$ cat config.mk
export PLATFORM = sky130hd
export DESIGN_NAME = lsu
export DESIGN_NICKNAME = d
export VERILOG_FILES = /design/src/rtl/lsu_pkg.sv /design/src/rtl/lsu_align.sv /design/src/rtl/lsu.sv
export SDC_FILE = /design/constraint.sdc
export NUM_CORES = 1
export LEC_CHECK = 0
export CORE_MARGIN = 2
export CORE_UTILIZATION = 41
export DETAILED_ROUTE_END_ITERATION = 7
export PLACE_DENSITY = 0.81
export SYNTH_ARGS = -nofsm -noshare
export SYNTH_HDL_FRONTEND = slang
export SYNTH_SLANG_ARGS = --single-unit
$ cat constraint.sdc
create_clock -name clk -period 2.25 [get_ports clk]
set_input_delay 0.675 -clock clk [delete_from_list [all_inputs] [get_ports clk]]
set_output_delay 0.675 -clock clk [all_outputs]
set_load 0.02 [all_outputs]
$ cat src/rtl/lsu_pkg.sv
// rtl/lsu_pkg.sv - shared types, encodings and alignment helpers for the load/store unit
package lsu_pkg;

    typedef enum logic [1:0] {
        ST_IDLE = 2'd0,
        ST_REQ  = 2'd1,
        ST_WAIT = 2'd2
    } lsu_state_e;

    localparam logic [1:0] SIZE_B = 2'b00;
    localparam logic [1:0] SIZE_H = 2'b01;
    localparam logic [1:0] SIZE_W = 2'b10;

    localparam int TMO_W = 8;

    // True when the access cannot be issued: illegal size or an address not aligned to the size
    function automatic logic bad_access(input logic [1:0] size, input logic [1:0] a);
        case (size)
            SIZE_B:  bad_access = 1'b0;
            SIZE_H:  bad_access = a[0];
            SIZE_W:  bad_access = (a != 2'b00);
            default: bad_access = 1'b1;
        endcase
    endfunction

endpackage

$ cat src/rtl/lsu_align.sv
// rtl/lsu_align.sv - byte-enable/store-lane generation and load-lane extract with sign/zero extend
module lsu_align
    import lsu_pkg::*;
(
    input  logic [1:0]  req_addr_i,
    input  logic [1:0]  req_size_i,
    input  logic [31:0] req_wdata_i,
    output logic [3:0]  req_be_o,
    output logic [31:0] req_wdata_o,
    output logic        req_bad_o,
    input  logic [1:0]  rsp_addr_i,
    input  logic [1:0]  rsp_size_i,
    input  logic        rsp_unsigned_i,
    input  logic [31:0] rsp_rdata_i,
    output logic [31:0] rsp_data_o
);

    logic [7:0]  rsp_byte;
    logic [15:0] rsp_half;

    // Request side: lanes the access touches and the store data replicated onto every lane
    always_comb begin
        req_be_o    = 4'b1111;
        req_wdata_o = req_wdata_i;
        case (req_size_i)
            SIZE_B: begin
                req_be_o    = 4'b0001 << req_addr_i;
                req_wdata_o = {4{req_wdata_i[7:0]}};
            end
            SIZE_H: begin
                req_be_o    = 4'b0011 << {req_addr_i[1], 1'b0};
                req_wdata_o = {2{req_wdata_i[15:0]}};
            end
            default: begin
                req_be_o    = 4'b1111;
                req_wdata_o = req_wdata_i;
            end
        endcase
        req_bad_o = bad_access(req_size_i, req_addr_i);
    end

    // Response side: pull the addressed lane down to bit 0 and extend to 32 bits
    always_comb begin
        rsp_byte   = rsp_rdata_i[{rsp_addr_i, 3'b000} +: 8];
        rsp_half   = rsp_rdata_i[{rsp_addr_i[1], 4'b0000} +: 16];
        rsp_data_o = rsp_rdata_i;
        case (rsp_size_i)
            SIZE_B:  rsp_data_o = rsp_unsigned_i ? {24'd0, rsp_byte} : {{24{rsp_byte[7]}}, rsp_byte};
            SIZE_H:  rsp_data_o = rsp_unsigned_i ? {16'd0, rsp_half} : {{16{rsp_half[15]}}, rsp_half};
            default: rsp_data_o = rsp_rdata_i;
        endcase
    end

endmodule

$ cat src/rtl/lsu.sv
// rtl/lsu.sv - load/store unit: accepts execute ops, runs req/gnt/rvalid bus, returns write-back beats
module lsu
    import lsu_pkg::*;
#(
    parameter int TIMEOUT_CYC = 255
) (
    input  logic        clk,
    input  logic        rst,
    input  logic        ex_valid,
    input  logic        ex_mem_rd,
    input  logic        ex_mem_wr,
    input  logic [1:0]  ex_size,
    input  logic        ex_unsigned,
    input  logic [31:0] ex_result,
    input  logic [31:0] ex_wdata,
    output logic        lsu_ready,
    output logic        wb_valid,
    output logic [31:0] wb_data,
    output logic        lsu_err,
    output logic        bus_req,
    output logic        bus_we,
    output logic [31:0] bus_addr,
    output logic [3:0]  bus_be,
    output logic [31:0] bus_wdata,
    input  logic        bus_gnt,
    input  logic        bus_rvalid,
    input  logic [31:0] bus_rdata
);

    localparam logic [TMO_W-1:0] TMO_LAST = TMO_W'(TIMEOUT_CYC - 1);

    lsu_state_e       state_q;
    logic [TMO_W-1:0] cnt_q;
    logic [1:0]       addr_lo_q;
    logic [1:0]       size_q;
    logic             uns_q;
    logic             wb_valid_q;
    logic [31:0]      wb_data_q;
    logic             lsu_err_q;
    logic             bus_req_q;
    logic             bus_we_q;
    logic [31:0]      bus_addr_q;
    logic [3:0]       bus_be_q;
    logic [31:0]      bus_wdata_q;

    logic [3:0]       req_be;
    logic [31:0]      req_wdata;
    logic             req_bad;
    logic [31:0]      load_data;
    logic             timed_out;

    lsu_align u_align (
        .req_addr_i     (ex_result[1:0]),
        .req_size_i     (ex_size),
        .req_wdata_i    (ex_wdata),
        .req_be_o       (req_be),
        .req_wdata_o    (req_wdata),
        .req_bad_o      (req_bad),
        .rsp_addr_i     (addr_lo_q),
        .rsp_size_i     (size_q),
        .rsp_unsigned_i (uns_q),
        .rsp_rdata_i    (bus_rdata),
        .rsp_data_o     (load_data)
    );

    assign timed_out = (cnt_q == TMO_LAST);

    // FSM, timeout counter and all registered outputs; wb_valid/lsu_err are single-cycle pulses
    always_ff @(posedge clk) begin
        if (rst) begin
            state_q     <= ST_IDLE;
            cnt_q       <= '0;
            addr_lo_q   <= '0;
            size_q      <= '0;
            uns_q       <= 1'b0;
            wb_valid_q  <= 1'b0;
            wb_data_q   <= '0;
            lsu_err_q   <= 1'b0;
            bus_req_q   <= 1'b0;
            bus_we_q    <= 1'b0;
            bus_addr_q  <= '0;
            bus_be_q    <= '0;
            bus_wdata_q <= '0;
        end else begin
            wb_valid_q <= 1'b0;
            lsu_err_q  <= 1'b0;
            case (state_q)
                ST_IDLE: begin
                    if (ex_valid) begin
                        if (!ex_mem_rd && !ex_mem_wr) begin
                            wb_valid_q <= 1'b1;
                            wb_data_q  <= ex_result;
                        end else if (req_bad || (ex_mem_rd && ex_mem_wr)) begin
                            lsu_err_q <= 1'b1;
                        end else begin
                            state_q     <= ST_REQ;
                            cnt_q       <= '0;
                            addr_lo_q   <= ex_result[1:0];
                            size_q      <= ex_size;
                            uns_q       <= ex_unsigned;
                            bus_req_q   <= 1'b1;
                            bus_we_q    <= ex_mem_wr;
                            bus_addr_q  <= {ex_result[31:2], 2'b00};
                            bus_be_q    <= req_be;
                            bus_wdata_q <= req_wdata;
                        end
                    end
                end
                ST_REQ: begin
                    // A grant in the last allowed cycle still completes the op
                    if (bus_gnt) begin
                        bus_req_q <= 1'b0;
                        cnt_q     <= '0;
                        if (bus_we_q) begin
                            state_q    <= ST_IDLE;
                            wb_valid_q <= 1'b1;
                            wb_data_q  <= '0;
                        end else begin
                            state_q <= ST_WAIT;
                        end
                    end else if (timed_out) begin
                        state_q   <= ST_IDLE;
                        bus_req_q <= 1'b0;
                        lsu_err_q <= 1'b1;
                    end else begin
                        cnt_q <= cnt_q + 1'b1;
                    end
                end
                ST_WAIT: begin
                    if (bus_rvalid) begin
                        state_q    <= ST_IDLE;
                        wb_valid_q <= 1'b1;
                        wb_data_q  <= load_data;
                    end else if (timed_out) begin
                        state_q   <= ST_IDLE;
                        lsu_err_q <= 1'b1;
                    end else begin
                        cnt_q <= cnt_q + 1'b1;
                    end
                end
                default: state_q <= ST_IDLE;
            endcase
        end
    end

    assign lsu_ready = (state_q == ST_IDLE);
    assign wb_valid  = wb_valid_q;
    assign wb_data   = wb_data_q;
    assign lsu_err   = lsu_err_q;
    assign bus_req   = bus_req_q;
    assign bus_we    = bus_we_q;
    assign bus_addr  = bus_addr_q;
    assign bus_be    = bus_be_q;
    assign bus_wdata = bus_wdata_q;

endmodule

==> results of run 1 <==
-- cell usage after synthesis (5+ instances only) --
master and n:
o21ai_0 38, ha_1 6, a311oi_1 11, o221a_1 7
nand3_1 8, o221ai_1 7, nor2_1 35, a22oi_1 19
o211ai_1 23, nor2b_1 5, mux2i_1 24, nand3b_1 7
a31oi_1 11, buf_1 7, a21oi_1 92, o221a_2 6
nand2_1 139, clkbuf_1 43, o22ai_1 7, dfxtp_1 117
inv_1 30, a211oi_1 13
-- registers in the layout, summed over array words and instances, names as in the netlist --
register   cells
addr_lo_q      2
bus_addr      30
bus_be         4
bus_req        1
bus_wdata     32
bus_we         1
cnt_q          8
lsu_err        1
size_q         2
state_q        2
uns_q          1
wb_data       32
wb_valid       1
-- cell type report --
| cell class | count | share of cell area, % |
|---|---|---|
| inverter | 32 | 1.33 |
| clock buffer | 21 | 5.11 |
| sequential | 117 | 26.0 |
| multi-input combinational | 508 | 33.5 |
| clock inverter | 9 | 1.43 |
| tap | 180 | 2.50 |
| timing repair buffer | 266 | 30.1 |
-- worst paths after layout --
check | from | end | slack, ns | depth (start not counted)
setup / recovery | state_q[1]$_SDFFE_PP0P_ | wb_data[9]$_SDFFE_PP0P_ | 0.10 | 8
hold / removal | bus_wdata[27]$_SDFFE_PP0P_ | bus_wdata[27]$_SDFFE_PP0P_ | 0.45 | 2
setup reg to reg | state_q[1]$_SDFFE_PP0P_ | wb_data[9]$_SDFFE_PP0P_ | 0.10 | 8
hold reg to reg | bus_wdata[27]$_SDFFE_PP0P_ | bus_wdata[27]$_SDFFE_PP0P_ | 0.45 | 2
-- worst min-delay path, delay by kind of cell (launching register included) --
family	cells	cell delay, ns
flops	1	0.30
compound gates	1	0.05
simple gates	1	0.05
-- placed cells by master, fill, tap and decap left out, types with 11 or more instances in the layout --
cell / instances
a211oi_1: 13
nand2_1: 139
a31oi_1: 11
a311oi_1: 11
clkbuf_16: 20
dfxtp_1: 117
a21oi_1: 92
buf_4: 43
mux2i_1: 24
clkdlybuf4s50_1: 203
nor2_1: 35
inv_1: 30
a22oi_1: 19
o21ai_0: 38
o211ai_1: 23
-- cell families (layout without fill, tap and decap cells) --
logic type,after synthesis,in the layout
AOI/OAI and AO/OA,260,260
muxes,26,26
xor gates and xnor gates,1,1
adders and majority gates,6,6
and+or+nand+nor,213,213
other,1,2
buffers and inverters,92,328
DFF,117,117
-- per-layer routing --
layer | routed length (um) | GRT usage (%) | up-vias
met4 | 635 | 12.1 | 0
li1 | - | - | 3033
met2 | 9260 | 40.2 | 314
met3 | 2110 | 10.0 | 56
met1 | 7720 | 31.2 | 2868
met5 | 0 | 0 | -
-- power groups by stage --
stage	Clock [W]	Combinational, W	Sequential [W]
floorplan	0	0.000441	0.00246
global placement	0	0.00125	0.00232
detailed placement	0	0.00126	0.00232
CTS	0.00276	0.00129	0.00228
global route	0.00284	0.00143	0.00230
finish	0.00274	0.00134	0.00228
-- through the flow --
stage / TNS [ns] / setup WS [ns] / utilization [%]
floorplan: 0 / 0.121 / -
global placement: -26.47 / -0.428 / 60.3
detailed placement: -30.17 / -0.462 / 60.3
CTS: 0 / 0.00123 / 64.9
global route: -0.00179 / -0.00179 / 65.6
finish: 0 / 0.104 / 65.6
-- timing repair --
| item | in CTS | in global routing |
|---|---|---|
| endpoints found under the setup margin | 18 | 32 |
| gates resized for setup | 2 | 8 |
| hold buffers | 0 | 0 |
| gates cloned | 1 | 3 |
| pin swaps | 1 | 2 |
| buffers inserted | 1 | 0 |
==> metrics.yaml, run 1 <==
fp.dieH_um: 122
ys_types: 60
synth_xor_area_share_pct: 0.154
antenna_found_initial: 0
clk_pin_slew_ns: 0.05
p_sw_w: 0.00170
timing.final.crit_share_pct: 95.4
crit_required_ns: 2.55
initial_core_util_pct: 41.6
layout_min_cycle_time_ns: 2.15
clkPwrFrac_pct: 43.1
crit_path_max_incr_delay_ns: 0.40
synth.largest_area_cell: "dfxtp_1"
start_kind: "flop"
path_buf_inv: 4
synth-adder-area-share_pct: 1.32
setup_viol_count_final: 0
status: "completed"
multi_input_area_sq_um: 3020
yosys_warnings: 0
wl_per_cell_um: 17.4
fin_nets: 1054
drive_gt1_share_pct: 10.7
synth_top_family_by_area: "compound AO/OA/AOI/OAI gates"
hpwlAfterDp_um: 13500
yosys_register_bits: 117
globalplace.congestion: 0.897
ys_seq_area_share_pct: 41.1
max_cap_violations: 0
syn_area_sq_um: 5700
post_dp_cell_area_sq_um: 8270
cts_buffer_depth: 2
grt_pass1_vias: 5840
power_density_nw_per_um2: 706
netlist.area_leader.share_pct: 41.1
die_area_sq_um: 14900
worst-path-max-fanout: 10
cts_tree: "built"
ir_drop_mv: 0.479
synth_edf_count: 0
row_count: 43
vias: 6271
clk_latency_ns: 0.42
crit_chain: "inv_1 -> ha_1 -> a21boi_0 -> a2111oi_4 -> buf_6 -> bufbuf_16 -> buf_4 -> o221a_1"
slowest_stage: "a21boi_0"
hold_viol: 0
final_cells: 1133
critPathCaptureType: "flop"
place_inst: 1098
whs_ns: 0.451
fillers: 1156
wirelength_um: 19700
path_class: "flop to flop"
maxSlewHeadroom_pct: 53.8
htree_levels: 4
n_antenna_cell: 0
cp_top_family: "compound AO/OA/AOI/OAI gates"
clock-root-buffer: "clkbuf_16"
leakage_nw: 3.35
cp.arrival_ns: 2.45
synthFlopType: "dfxtp_1"
ant_nets: 0
combPwrFrac_pct: 21.0
grt_usage_pct: 25.7
drt_first_pass_iters: 7
hold_class: "flop to flop"
numCtsBuffers: 17
die_x_um: 122
numPortBuffers: 208
drc: 0
drt-vias-per-instance: 5.53
synthArstFlopShare_pct: 0
drt-initial-drc-count: 652
fmax_mhz: 466
seqCellArea_sq_um: 2340
core_sq_um: 13700
pwr-share-seq_pct: 35.9
fin_total_pwr_w: 0.00636
tightest_slew_ns: 0.692
yosys.area_share.simple_pct: 15.9
layout-area-overhead-vs-synth_pct: 57.9
cts.sinks: 117
clock_skew_ns: 0.00768
grt_pass1_wl_um: 29700
switching_share_pct: 26.7
synth_compound_area_share_pct: 30.1
grt_overflow: 0
synth_cells: 716
fin_area_sq_um: 9000
syn_avg_cell_area_sq_um: 7.96
p_int_w: 0.00466
grt_max_degree: 52
synth.area.top_cells: "dfxtp_1 41%, nand2_1 9.2%, a21oi_1 8.1%, mux2i_1 4.2%, o21ai_0 3.3%"
num_io_pins: 211
final_max_slew_viol_count: 0
synthMuxAreaShare_pct: 4.61
Note: power is estimated with default switching activity, not from simulation.
==> run 2, diff against run 1 <==
- CORE_MARGIN: 2 -> default
- SLEW_MARGIN: default -> 20
==> run 2 against run 1 <==
  * First-iteration DRC count fell by 23%
  * Hold slack barely moved
  * Via count rose by 1.0%
  * Non-clock buffer count fell by 4
  * Utilization rose by 0.76 points
  * Sequential share of layout area rose by 0.31 points
  * Setup slack got worse by 0.041 ns
  * Final cell count fell by 0.53%
  * Die area fell by 3.3%
  * Final area fell by 1.2%
  * Critical endpoint is now wb_data[10]$_SDFFE_PP0P_
  * Highest routed layer unchanged
==> metrics.yaml, run 2 (synthesis results as in run 1) <==
drc: 0
leakage_nw: 3.28
final_common_cell: "clkdlybuf4s50_1"
grt_pass1_vias: 5982
critPathCaptureType: "flop"
wl_per_cell_um: 17.2
reg2reg_slack_ns: 0.25
drive_gt1_share_pct: 10.8
reg2reg_depth: 7
worst-path-max-fanout: 17
cts_tree: "built"
switching_share_pct: 27.2
clock-root-buffer: "clkbuf_16"
place_inst: 1094
start_kind: "input port"
clock_skew_ns: 0.00863
fin_total_pwr_w: 0.00644
ir_drop_mv: 0.450
cp.arrival_ns: 2.48
combPwrFrac_pct: 19.9
final_cells: 1127
grt_pass1_wl_um: 30900
row_count: 42
fp.dieH_um: 120
layout_min_cycle_time_ns: 2.19
rsz0062_at_grt: "no"
path_class: "input port to flop"
max_cap_violations: 0
reg2reg_from: "state_q[1]$_SDFFE_PP0P_"
die_x_um: 120
fmax_mhz: 457
clk_pin_slew_ns: 0.05
crit_required_ns: 2.55
clk_latency_ns: 0.41
power_density_nw_per_um2: 724
grt_usage_pct: 27.3
setup_viol_count_final: 0
clkPwrFrac_pct: 44.7
grt_max_degree: 54
p_sw_w: 0.00175
drt-initial-drc-count: 501
final_max_slew_viol_count: 0
die_area_sq_um: 14400
num_io_pins: 211
hold_viol: 0
hold_class: "flop to flop"
final_cell_mix: "206 x clkdlybuf4s50_1, 139 x nand2_1, 117 x dfxtp_1"
pwr-share-seq_pct: 35.4
fillers: 1120
grt_overflow: 0
p_int_w: 0.00469
vias: 6334
n_antenna_cell: 0
ant_nets: 0
wirelength_um: 19400
hpwlAfterDp_um: 13600
layout-area-overhead-vs-synth_pct: 56.1
hold_end: "bus_addr[13]$_SDFFE_PP0P_"
maxSlewHeadroom_pct: 58.4
drt_first_pass_iters: 5
numPortBuffers: 208
drt-vias-per-instance: 5.62
initial_core_util_pct: 42.5
min_from: "bus_addr[13]$_SDFFE_PP0P_"
fin_nets: 1050
worstReg2RegEnd: "wb_data[10]$_SDFFE_PP0P_"
cts_buffer_depth: 2
holdPathStages: 2
ctsHoldBuffers: 0
core_sq_um: 13400
status: "completed"
numCtsBuffers: 17
globalplace.congestion: 0.884
tightest_slew_ns: 0.624
cts.sinks: 117
antenna_found_initial: 0
htree_levels: 4
timing.final.crit_share_pct: 97.2
[run 2: cell types whose count changed in the layout (fill, tap and decap cells not counted), sizes merged]
cell / change
clkdlybuf4s50: +3
clkinv: +1
bufinv: +1
clkinvlp: +1
bufbuf: -1
clkbuf: -7
dlymetal6s2s: -3
inv: +3
[run 2: stage by stage]
stage | hold WS (ns) | util (%) | setup TNS (ns) | instance area, sq um | setup WS [ns]
3_5_place_dp | 0.446 | 61.6 | -31.65 | 8250 | -0.432
4_1_cts | 0.453 | 66.3 | 0 | 8880 | 0.00451
3_3_place_gp | 0.440 | 61.6 | -27.65 | 8250 | -0.399
2_1_floorplan | 0.463 | - | 0 | 5700 | 0.121
6_report | 0.451 | 66.4 | 0 | 8900 | 0.0629
5_1_grt | 0.467 | 66.4 | 0 | 8900 | 0.0000198
[run 2: how the worst max path moves through the flow]
stage	to	startpoint	depth (start not counted)
after floorplan	wb_data[10]$_SDFFE_PP0P_	ex_mem_wr	5
after global placement	wb_data[26]$_SDFFE_PP0P_	ex_valid	7
after detailed placement	wb_data[22]$_SDFFE_PP0P_	ex_valid	7
after CTS	wb_data[17]$_SDFFE_PP0P_	ex_valid	7
after global routing	cnt_q[7]$_SDFFE_PP0P_	ex_result[0]	6
final	wb_data[10]$_SDFFE_PP0P_	ex_valid	6
[run 2: metal layers]
metal	track usage [%]	wire, um	vias to the layer above
li1	-	-	3023
met1	33.9	7970	2928
met2	43.6	8930	336
met3	8.89	2000	47
met4	10.7	523	0
met5	0	0	-
[run 2: what timing repair did]
item / 4_1_cts / 5_1_grt
resized for setup: 1 / 4
buffers inserted: 1 / 0
setup endpoints to repair: 2 / 38
pin swaps: 0 / 1
[run 2: power groups by stage]
| stage | Clock (W) | Combinational (W) | Sequential, W |
|---|---|---|---|
| after floorplan | 0 | 0.000441 | 0.00246 |
| after global placement | 0 | 0.00125 | 0.00232 |
| after detailed placement | 0 | 0.00126 | 0.00232 |
| after CTS | 0.00292 | 0.00127 | 0.00228 |
| after global routing | 0.00303 | 0.00137 | 0.00229 |
| final | 0.00288 | 0.00128 | 0.00228 |
[run 2: critical path: stages]
cell             delay [ns]
clkdlybuf4s50_1        0.47
or3b_4                 0.39
a2111oi_4              0.35
buf_12                 0.20
o221ai_1               0.13
o221a_1                0.26
[run 2: cell type report]
cell class	count	area, sq um	share of cell area, %
multi-input cells	508	3010	33.8
repair buffers	262	2580	29.0
flip-flops and latches	117	2340	26.3
clock buffers	17	425	4.78
well taps	176	220	2.48
clock inverters	15	201	2.26
inverters	32	120	1.35
